File: config.mk
export PLATFORM = sky130hd
export DESIGN_NAME = fetch_unit
export DESIGN_NICKNAME = d
export VERILOG_FILES = /design/src/rtl/fetch_unit.sv
export SDC_FILE = /design/constraint.sdc
export NUM_CORES = 1
export LEC_CHECK = 0
export CORE_UTILIZATION = 51
export DETAILED_ROUTE_END_ITERATION = 10
export GPL_ROUTABILITY_DRIVEN = 0
export PLACE_DENSITY_LB_ADDON = 0.2
export SLEW_MARGIN = 20
export SYNTH_ARGS = -nofsm -noshare
export SYNTH_HDL_FRONTEND = slang
export SYNTH_SLANG_ARGS = --single-unit
File: constraint.sdc
create_clock -name clk -period 3 [get_ports clk]
set_input_delay 0.6 -clock clk [delete_from_list [all_inputs] [get_ports clk]]
set_output_delay 0.6 -clock clk [all_outputs]
set_load 0.01 [all_outputs]
File: src/rtl/fetch_unit.sv
// Instruction fetch: boots from the reset vector, streams sequential words over a
// req/ack bus into a small FIFO, and hands them to decode; redirect flushes everything.
module fetch_unit #(
  parameter int          DEPTH        = 4,
  parameter logic [15:0] RST_VEC_ADDR = 16'hFFFE
) (
  input  logic        clk,
  input  logic        rst,
  output logic        mem_rd,
  output logic [15:0] MAB_out,
  input  logic [15:0] MDB_in,
  input  logic        mem_ack,
  input  logic        redirect,
  input  logic [15:0] redirect_pc,
  output logic        ir_valid,
  output logic [15:0] ir_data,
  output logic [15:0] ir_addr,
  input  logic        ir_ready,
  output logic        boot_done
);
  localparam int            PW   = $clog2(DEPTH);
  localparam logic [PW:0]   FULL = (PW+1)'(DEPTH);

  typedef struct packed {
    logic [15:0] data;
    logic [15:0] addr;
  } ir_entry_t;

  typedef enum logic [1:0] {HOLD, BOOT, RUN, REDIR} state_t;

  state_t        state;
  logic [15:0]   fetch_pc;
  logic [PW:0]   count, count_nxt;
  logic [PW-1:0] wr_ptr, rd_ptr, rd_nxt;
  ir_entry_t     fifo [DEPTH];
  ir_entry_t     head, head_nxt, push_ent;
  logic          push, pop, flush;

  assign mem_rd   = (state == BOOT) || (state == RUN && count != FULL);
  assign MAB_out  = (state == RUN || state == REDIR) ? fetch_pc : RST_VEC_ADDR;
  assign ir_valid = (count != '0);
  assign ir_data  = head.data;
  assign ir_addr  = head.addr;

  assign flush    = redirect && (state == RUN || state == REDIR);
  assign push     = (state == RUN) && mem_rd && mem_ack && !redirect;
  assign pop      = ir_valid && ir_ready && !flush;
  assign push_ent = '{data: MDB_in, addr: fetch_pc};

  // Head register looks one edge ahead; a push into an empty (or draining-to-one)
  // FIFO lands directly in the head so push-to-valid latency is a single cycle.
  always_comb begin
    rd_nxt    = rd_ptr + PW'(pop);
    count_nxt = count + (PW+1)'(push) - (PW+1)'(pop);
    head_nxt  = head;
    if (count_nxt != '0)
      head_nxt = (push && wr_ptr == rd_nxt) ? push_ent : fifo[rd_nxt];
  end

  always_ff @(posedge clk) begin
    if (push) fifo[wr_ptr] <= push_ent;
  end

  always_ff @(posedge clk or negedge rst) begin
    if (!rst) begin
      state     <= HOLD;
      fetch_pc  <= '0;
      count     <= '0;
      wr_ptr    <= '0;
      rd_ptr    <= '0;
      head      <= '0;
      boot_done <= 1'b0;
    end else begin
      case (state)
        HOLD: state <= BOOT;
        BOOT: if (mem_ack) begin
          fetch_pc  <= {MDB_in[15:1], 1'b0};
          boot_done <= 1'b1;
          state     <= RUN;
        end
        RUN, REDIR: begin
          state <= RUN;
          if (redirect) begin
            fetch_pc <= redirect_pc & 16'hFFFE;
            state    <= REDIR;
          end else if (push) begin
            fetch_pc <= fetch_pc + 16'd2;
          end
        end
        default: state <= HOLD;
      endcase

      if (flush) begin
        count  <= '0;
        wr_ptr <= '0;
        rd_ptr <= '0;
      end else begin
        count  <= count_nxt;
        rd_ptr <= rd_nxt;
        head   <= head_nxt;
        if (push) wr_ptr <= wr_ptr + PW'(1);
      end
    end
  end
endmodule

* Word level (Yosys, flattened, before mapping) *
Memory sizes are Yosys's and may differ from the RTL's. A register that Yosys moved wholly into a read port is not among the register bits.
Cells that the tools add are included.

operators by class
  add/sub/neg operators = 5
  equal/unequal tests = 6
  muxes and demuxes = 14
  bitwise gates (word level) = 1
  reduce and logical (&&, ||, !) cells = 21

operator list
  kind                   count
  $mux 16                4
  $pmux 16 s2            1
  $add 16x2->16 const B  1
  $mux 2                 4
  $logic_and 1x1->1      7
  $ne 3x3->1 const B     2
  $pmux 2 s3             1
  $reduce_bool 3->1      2
  $eq 2x2->1 const B     2
  $reduce_and 2->1       2
  $reduce_bool 2->1      2
  $add 3x1->3            1
  $logic_not 1->1        3
  $mux 1                 3
  $mux 3                 1
  $reduce_and 3->1       1
  $sub 3x1->3            1
  $add 2x1->2            1
  $add 2x1->2 const B    1
  $eq 2x1->1 const B     1
  $logic_not 2->1        1
  $logic_or 1x1->1       2
  $ne 2x2->1 const B     1
  $reduce_or 2->1        1
  $not 1->1              1

word-level totals
  register bits after elaboration = 26
  memory bits (writable) = 128
  input bits = 37
  output and inout port bits = 51
  logic and storage cells = 54
  memories kept = 1

memory list
  memory  words  width  read ports  clocked after Yosys merged registers in  write ports  RTL line  source
  fifo    4      32     1           1                                        1            35        ir_entry_t fifo [DEPTH];

* Logic depth before layout (Yosys ltp) *
Gate-level depths: netlist of the first run.

  depth after elaboration = 10
  depth in mapped cells = 14
  depth with buffers taken out = 12

* Worst setup path after synthesis of the first run *
OpenSTA, ideal clock, no wires.

  path kind = input port to flip-flop
  start point = in redirect
  end point = reg head (netlist bit ir_addr[13])
  library setup time = 0.077 ns
  arrival = 3.111 ns
  data required time = 2.923 ns
  slack = -0.189 ns
  stages = 14
  buffers on the path = 3
  cell sequence = clkbuf_1 -> clkbuf_1 -> nand2_1 -> and3_1 -> ha_1 -> inv_1 -> ha_1 -> inv_1 -> fa_1 -> xnor3_1 -> a31oi_2 -> buf_2 -> nor2_1 -> a21oi_1

between the ends
  longest elaborated chain between the ends = 6
  elaborated cells on any way between the ends = 11
  those cells by class = 3 x add/sub; 1 x bitwise; 7 x reduce/logical

RTL lines
  item                                                         RTL line  source
  from (decl)                                                  13        input logic redirect,
  $logic_not 1->1 / $logic_and 1x1->1 (equally long branches)  46, 45
  $logic_and 1x1->1 / $logic_not 1->1 (equally long branches)  46, 47
  $add 3x1->3 / $logic_and 1x1->1 (equally long branches)      54, 47
  $sub 3x1->3                                                  54        count_nxt = count + (PW+1)'(push) - (PW+1)'(pop);
  $reduce_bool 3->1                                            56        if (count_nxt != '0)
  $reduce_and 2->1 (no source line)                            n/a
  to (signal assigned)                                         100       head <= head_nxt;
  to (decl)                                                    36        ir_entry_t head, head_nxt, push_ent;

Parallel ways exist; a longest one is shown, timed or not.
A chain may end at the register's enable or synchronous reset.

* Final worst setup path of the first run *
  start point = reg count[2]
  end point = reg head (netlist bit ir_data[0])

between the ends
  longest elaborated chain between the ends = 10
  elaborated cells on any way between the ends = 14
  those cells by class = 3 x add/sub; 1 x eq/ne; 10 x reduce/logical

RTL lines
  item                               RTL line  source
  from (decl)                        33        logic [PW:0] count, count_nxt;
  from (signal assigned)             98        count <= count_nxt;
  $ne 3x3->1                         39        assign mem_rd = (state == BOOT) || (state == RUN && count != FULL);
  $logic_and 1x1->1                  39
  $logic_or 1x1->1                   39
  $logic_and 1x1->1 (3 in a row)     46        assign push = (state == RUN) && mem_rd && mem_ack && !redirect;
  $add 3x1->3                        54
  $sub 3x1->3                        54
  $reduce_bool 3->1                  56
  $reduce_and 2->1 (no source line)  n/a

Parallel ways exist; a longest one is shown, timed or not.

==> results of run 1 <==
worst register-to-register path, delay by kind of cell (launching register included):
kind	cells	cell delay (ns)
compound gates	2	0.41
xor+xnor	1	0.27
fa+ha+maj	3	0.70
buf+inv	4	0.48
flops	1	0.41
simple gates	3	0.60
per-stage QoR:
stage	utilization [%]	setup TNS [ns]	instance area, sq um	hold slack (ns)	instances
floorplan	-	0	7870	0.304	522
global placement	61.2	-10.16	9030	0.498	784
detailed placement	61.2	-12.78	9030	0.512	784
CTS	65.0	-0.00841	9590	0.215	816
global route	66.3	0	9780	0.239	822
finish	66.3	0	9780	0.205	822
cells in the final DEF (no fill, tap or decap), drive strengths merged, types with 3 or more instances in the layout:
master / instances
o211ai: 5
nand2: 17
and3: 7
clkbuf: 23
inv: 13
ha: 8
clkdlybuf4s50: 81
and2: 3
nand4: 3
o21ai: 17
buf: 34
nor2: 47
edfxtp: 124
a21oi: 36
clkinvlp: 3
o31ai: 3
nor3: 7
clkinv: 6
nand2b: 16
mux2i: 37
dfrtp: 56
o21a: 3
nand3: 7
mux4: 31
kinds of logic after synthesis:
group / after synthesis / synth area share [%]
buffers and inverters: 47 / 3.01
flip-flops: 180 / 65.5
other: 1 / 0.0479
adder cells (fa/ha/maj): 9 / 1.54
XOR/XNOR: 6 / 1.02
AO/OA/AOI/OAI: 89 / 7.39
multiplexers: 68 / 13.7
AND/OR/NAND/NOR: 121 / 7.85
metal layers:
layer,up-vias,wire [microns],GRT usage [%]
met4,0,283,7.23
met2,153,8690,36.9
met1,2496,7920,32.3
li1,2195,-,-
met3,20,952,4.97
met5,-,0,0
registers in the layout, indices dropped and copies added, names as in the netlist:
name and count:
boot_done 1, count 3, fetch_pc 15, fifo 124
ir_addr 15, ir_data 16, rd_ptr 2, state 2
wr_ptr 2
report_power, final:
group	switching [uW]	internal (uW)
logic	1320	1500
registers	257	3030
clock network	905	1160
total	2480	5700
layout make-up:
class,count,area (sq um)
fill,1038,4980
sequential,180,5130
clock buffer,20,447
inverter,11,41.3
clock inverter,12,106
tap,184,230
timing repair buffer,120,1260
multi-input combinational,295,2570
cell usage after synthesis (3+ instances only):
cell      count  area share, %
a21oi_1      36            2.3
and2_1        3           0.24
and3_1        7           0.56
buf_2        20            1.3
buf_4         5           0.48
clkbuf_1      9           0.43
dfrtp_1      56             18
edfxtp_1    124             48
ha_1          8            1.3
inv_1        11           0.53
mux2i_1      37            4.7
mux4_2       31            8.9
nand2_1      17           0.82
nand2b_1     16            1.3
nand3_1       7           0.45
nor2_1       47            2.3
nor3_1        7           0.45
o211ai_1      5           0.48
o21a_1        3           0.29
o21ai_0      16            1.0
o31ai_1       3           0.29
timing repair:
item / CTS / global route
setup buffers: 0 / 3
resized for setup: 1 / 18
hold buffers: 0 / 0
pin swaps: 0 / 6
cloned: 0 / 3
endpoints found under the setup margin: 4 / 31
how the worst max path moves through the flow:
stage | start | endpoint | depth (start not counted)
after detailed placement | redirect | ir_addr[6] | 14
after floorplan | redirect | ir_addr[13] | 14
after global routing | count[2] | ir_addr[13] | 13
final | count[2] | ir_data[0] | 13
after global placement | redirect | ir_data[0] | 14
after CTS | redirect | ir_data[1] | 14
==> flow_summary.yaml, run 1 <==
run_status:
  status: "finished, final reports clean"
setup_path:
  cp_top_family: "adder cells"
  crit_buf_inv: 4
  crit_slowest_cell: "dfrtp_1"
  start_kind: "register"
  end_kind: "register"
  critPathKind: "register to register"
  rrSetupSlack_ns: 0.06
  cp.required_ns: 3.34
  critPathMaxStageDelay_ns: 0.41
  worstReg2RegStart: "count[2]"
  crit_path_cell_trace: "or3_4, and3_4, ha_4, inv_2, ha_4, inv_2, fa_2, xnor3_2, a31oi_4, buf_6, clkbuf_16, nor2_1, a21oi_1"
  r2r-end: "ir_data[0]"
  rr_worst_depth: 13
  timing.critical_path.fanout_max: 10
  crit_arrival_ns: 3.28
place:
  dp_slack_ns: -0.482
  io_buffers: 84
  dpl.hpwl_microns: 11000
floorplan:
  start_util_pct: 53.0
  fp.dieH_microns: 126
  io-pin-count: 88
  dieArea_sq_um: 15800
  row_count: 44
  coreArea_sq_um: 14800
  dieWidth_microns: 126
finish:
  diodes: 0
  fin_nets: 671
  syn_to_final_growth_pct: 25.0
  drive_gt1_share_pct: 18.7
grt:
  grt_overflow: 0
  grt_pass1_vias: 4821
  grt_pass1_wl_microns: 26800
  grt_max_degree: 43
  antenna_found_initial: 0
  grt_usage_pct: 23.1
detailed_routing:
  dr_total_vias: 4864
  ant_nets: 0
  wire_per_inst_microns: 21.7
  drc: 0
  via_per_inst: 5.92
  dr.pass1.iters: 5
  drt_wl_total_microns: 17900
  drt_iter0_drc: 445
logic_synthesis:
  synth_seq_cells: 180
  synth_flop_cell: "edfxtp_1"
  async_flop_share_pct: 31.1
  yosys_warnings: 0
  syn-cell-area_sq_um: 7830
  syn_avg_cell_area_sq_um: 15.0
  seq_area_frac_synth_pct: 65.5
  synthCells: 521
  synth_edf_count: 124
  synth_cell_types: 62
min_path:
  hp-class: "input port to asynchronous set/reset pin"
timing:
  period_share_pct: 97.9
  finClkSkew_ns: 0.00671
  grt_setup_unrepaired: "no"
  finalSetupViolCount: 0
  final_max_slew_viol_count: 0
  worst_pin_slew_ns: 0.685
  layout_setup_ws_ns: 0.0641
  finalHoldViolCount: 0
  slew_headroom_pct: 54.2
  period_needed_ns: 2.94
  max_freq_mhz: 341
pwr:
  power.density_nw_per_um2: 836
  vdd_drop_max_uv: 460
  power.total_uw: 8180
  power.leakage_uw: 0.00371
cts:
  htree_levels: 4
  cts_buffer_depth: 2
  numCtsBuffers: 17
  numClockSinks: 180
  ctsRootBufferMaster: "clkbuf_16"
  clock_latency_ns: 0.42
  cts_tree: "built"
  path_clk_slew_ns: 0.07
job:
  cap_viol_max_count: 0
(Power assumes the default switching activity.)
==> run 2, diff against run 1 <==
--- a/config.mk
+++ b/config.mk
@@ -8,6 +8,7 @@
 export CORE_UTILIZATION = 51
 export DETAILED_ROUTE_END_ITERATION = 10
 export GPL_ROUTABILITY_DRIVEN = 0
+export GPL_TIMING_DRIVEN = 0
 export PLACE_DENSITY_LB_ADDON = 0.2
 export SLEW_MARGIN = 20
 export SYNTH_ARGS = -nofsm -noshare
==> run 2 against run 1 <==
First-iteration DRC count decreased by 5.2%; clock skew about the same; critical path depth unchanged; clock power barely moved; highest routed layer unchanged; count of clock-buffer cells in the layout is 1 lower; critical path type unchanged; critical endpoint is now ir_addr[6]; sequential cell count unchanged.
==> flow_summary.yaml, run 2 (synthesis results as in run 1) <==
grt:
  grt_max_degree: 36
  antenna_found_initial: 0
  grt_pass1_vias: 5053
  grt_overflow: 0
  grt_pass1_wl_microns: 28700
  grt_usage_pct: 24.8
timing:
  timing.setup.tns_ns: 0
  slew_headroom_pct: 56.6
  final_max_slew_viol_count: 0
  finalSetupViolCount: 0
  finClkSkew_ns: 0.00631
  worst_pin_slew_ns: 0.650
  period_share_pct: 97.4
  max_freq_mhz: 342
  grt_setup_unrepaired: "yes"
  period_needed_ns: 2.92
  layout_setup_ws_ns: 0.0787
  finalHoldViolCount: 0
finish:
  diodes: 0
  final_common_cell: "edfxtp_1"
  final_core_util_pct: 66.3
  fin_nets: 684
  drive_gt1_share_pct: 19.8
  syn_to_final_growth_pct: 25.0
  regMostFlops: "fifo"
  final_cell_mix: "edfxtp_1, clkdlybuf4s50_1, dfrtp_1, nor2_1, mux2i_1"
  largest_reg_flops: 124
floorplan:
  fp.dieH_microns: 126
  dieArea_sq_um: 15800
  io-pin-count: 88
  coreArea_sq_um: 14800
  start_util_pct: 53.0
  dieWidth_microns: 126
  row_count: 44
place:
  io_buffers: 83
  dp_slack_ns: -0.906
  dpl.hpwl_microns: 12500
setup_path:
  end_kind: "register"
  timing.critical_path.fanout_max: 6
  crit_arrival_ns: 3.26
  start_kind: "register"
  cp.required_ns: 3.34
  critPathKind: "register to register"
pwr:
  vdd_drop_max_uv: 459
  power.density_nw_per_um2: 837
  power.leakage_uw: 0.00374
  power.total_uw: 8190
detailed_routing:
  wire_per_inst_microns: 22.2
  ant_nets: 0
  dr.pass1.iters: 6
  drt_wl_total_microns: 18500
  via_per_inst: 6.03
  drt_iter0_drc: 422
  dr_total_vias: 5036
  drc: 0
cts:
  ctsRootBufferMaster: "clkbuf_16"
  htree_levels: 4
  cts_tree: "built"
  numCtsBuffers: 17
  cts_buffer_depth: 2
  clock_latency_ns: 0.42
  path_clk_slew_ns: 0.06
  numClockSinks: 180
job:
  cap_viol_max_count: 0
min_path:
  hp-class: "input port to asynchronous set/reset pin"
run_status:
  status: "finished, final reports clean"
run 2: cell types whose count changed in the layout (fill, tap and decap cells not counted), moves of 3 or more:
cell      delta
buf_2       +12
and3_1       -4
ha_1         +3
inv_2        -3
buf_8        +4
buf_4       -10
and3_2       +4
inv_1        +3
clkbuf_1     +5
run 2: path summary, 6_finish.rpt:
| path | from | endpoint | slack [ns] | cells past startpoint |
|---|---|---|---|---|
| worst max-delay path | count[1] | ir_addr[6] | 0.08 | 13 |
| worst min-delay path | rst | ir_data[7] | 0.07 | 1 |
| worst max register to register | count[1] | ir_addr[6] | 0.08 | 13 |
| worst min register to register | boot_done | boot_done | 0.48 | 1 |
| max in group asynchronous | rst | count[1] | 2.39 | 2 |
| min in group clk | boot_done | boot_done | 0.48 | 1 |
run 2: power by group:
part | switching, uW | total [uW] | internal (uW)
Sequential | 240 | 3280 | 3040
Combinational | 1350 | 2850 | 1500
Clock | 923 | 2060 | 1140
run 2: critical path, stage by stage (launching register included):
cell	delay (ns)
dfrtp_2	0.42
or3_4	0.39
and3_4	0.19
ha_1	0.28
inv_1	0.05
ha_1	0.14
inv_1	0.06
fa_2	0.33
xnor3_2	0.26
a31oi_4	0.22
buf_8	0.19
buf_8	0.13
nor2_1	0.04
a21oi_1	0.14
run 2: layout make-up:
class / instances / area (sq um)
inverters: 11 / 41.3
clock inverters: 13 / 113
multi-input cells: 295 / 2540
fillers: 1068 / 4970
plain buffers: 35 / 249
repair buffers: 98 / 1050
well taps: 184 / 230
clock buffers: 19 / 433
flip-flops and latches: 180 / 5130
run 2: repair_timing:
action,CTS,global route
resized for setup,11,15
buffers inserted,6,2
endpoints found under the hold margin,0,0
endpoints found under the setup margin,32,32
hold buffers,0,0
gates cloned,0,2
pin swaps,1,1
run 2: through the flow:
step,area [sq um],std cells,hold slack (ns)
after floorplan,7870,522,0.304
after global placement,8930,789,0.454
after detailed placement,9030,794,0.477
after CTS,9640,831,0.0668
after global routing,9780,835,0.0838
final,9780,835,0.0745
run 2: layer usage:
| layer | part of all wire, % | wire [microns] | track usage, % | up-vias |
|---|---|---|---|---|
| met1 | 42 | 7820 | 33.6 | 2586 |
| met4 | 1.9 | 357 | 9.50 | 0 |
| met5 | 0 | 0 | 0 | - |
| met2 | 50 | 9350 | 40.6 | 201 |
| met3 | 5.4 | 1000 | 4.29 | 28 |
| li1 | - | - | - | 2221 |
==> run 3, diff against run 2 <==
--- a/config.mk
+++ b/config.mk
@@ -8,7 +8,7 @@
 export CORE_UTILIZATION = 51
 export DETAILED_ROUTE_END_ITERATION = 10
 export GPL_ROUTABILITY_DRIVEN = 0
-export GPL_TIMING_DRIVEN = 0
+export GPL_TIMING_DRIVEN = 1
 export PLACE_DENSITY_LB_ADDON = 0.2
 export SLEW_MARGIN = 20
 export SYNTH_ARGS = -nofsm -noshare
==> results of run 3 <==
No change in the layout: final DEF, timing and power equal those of run 1.
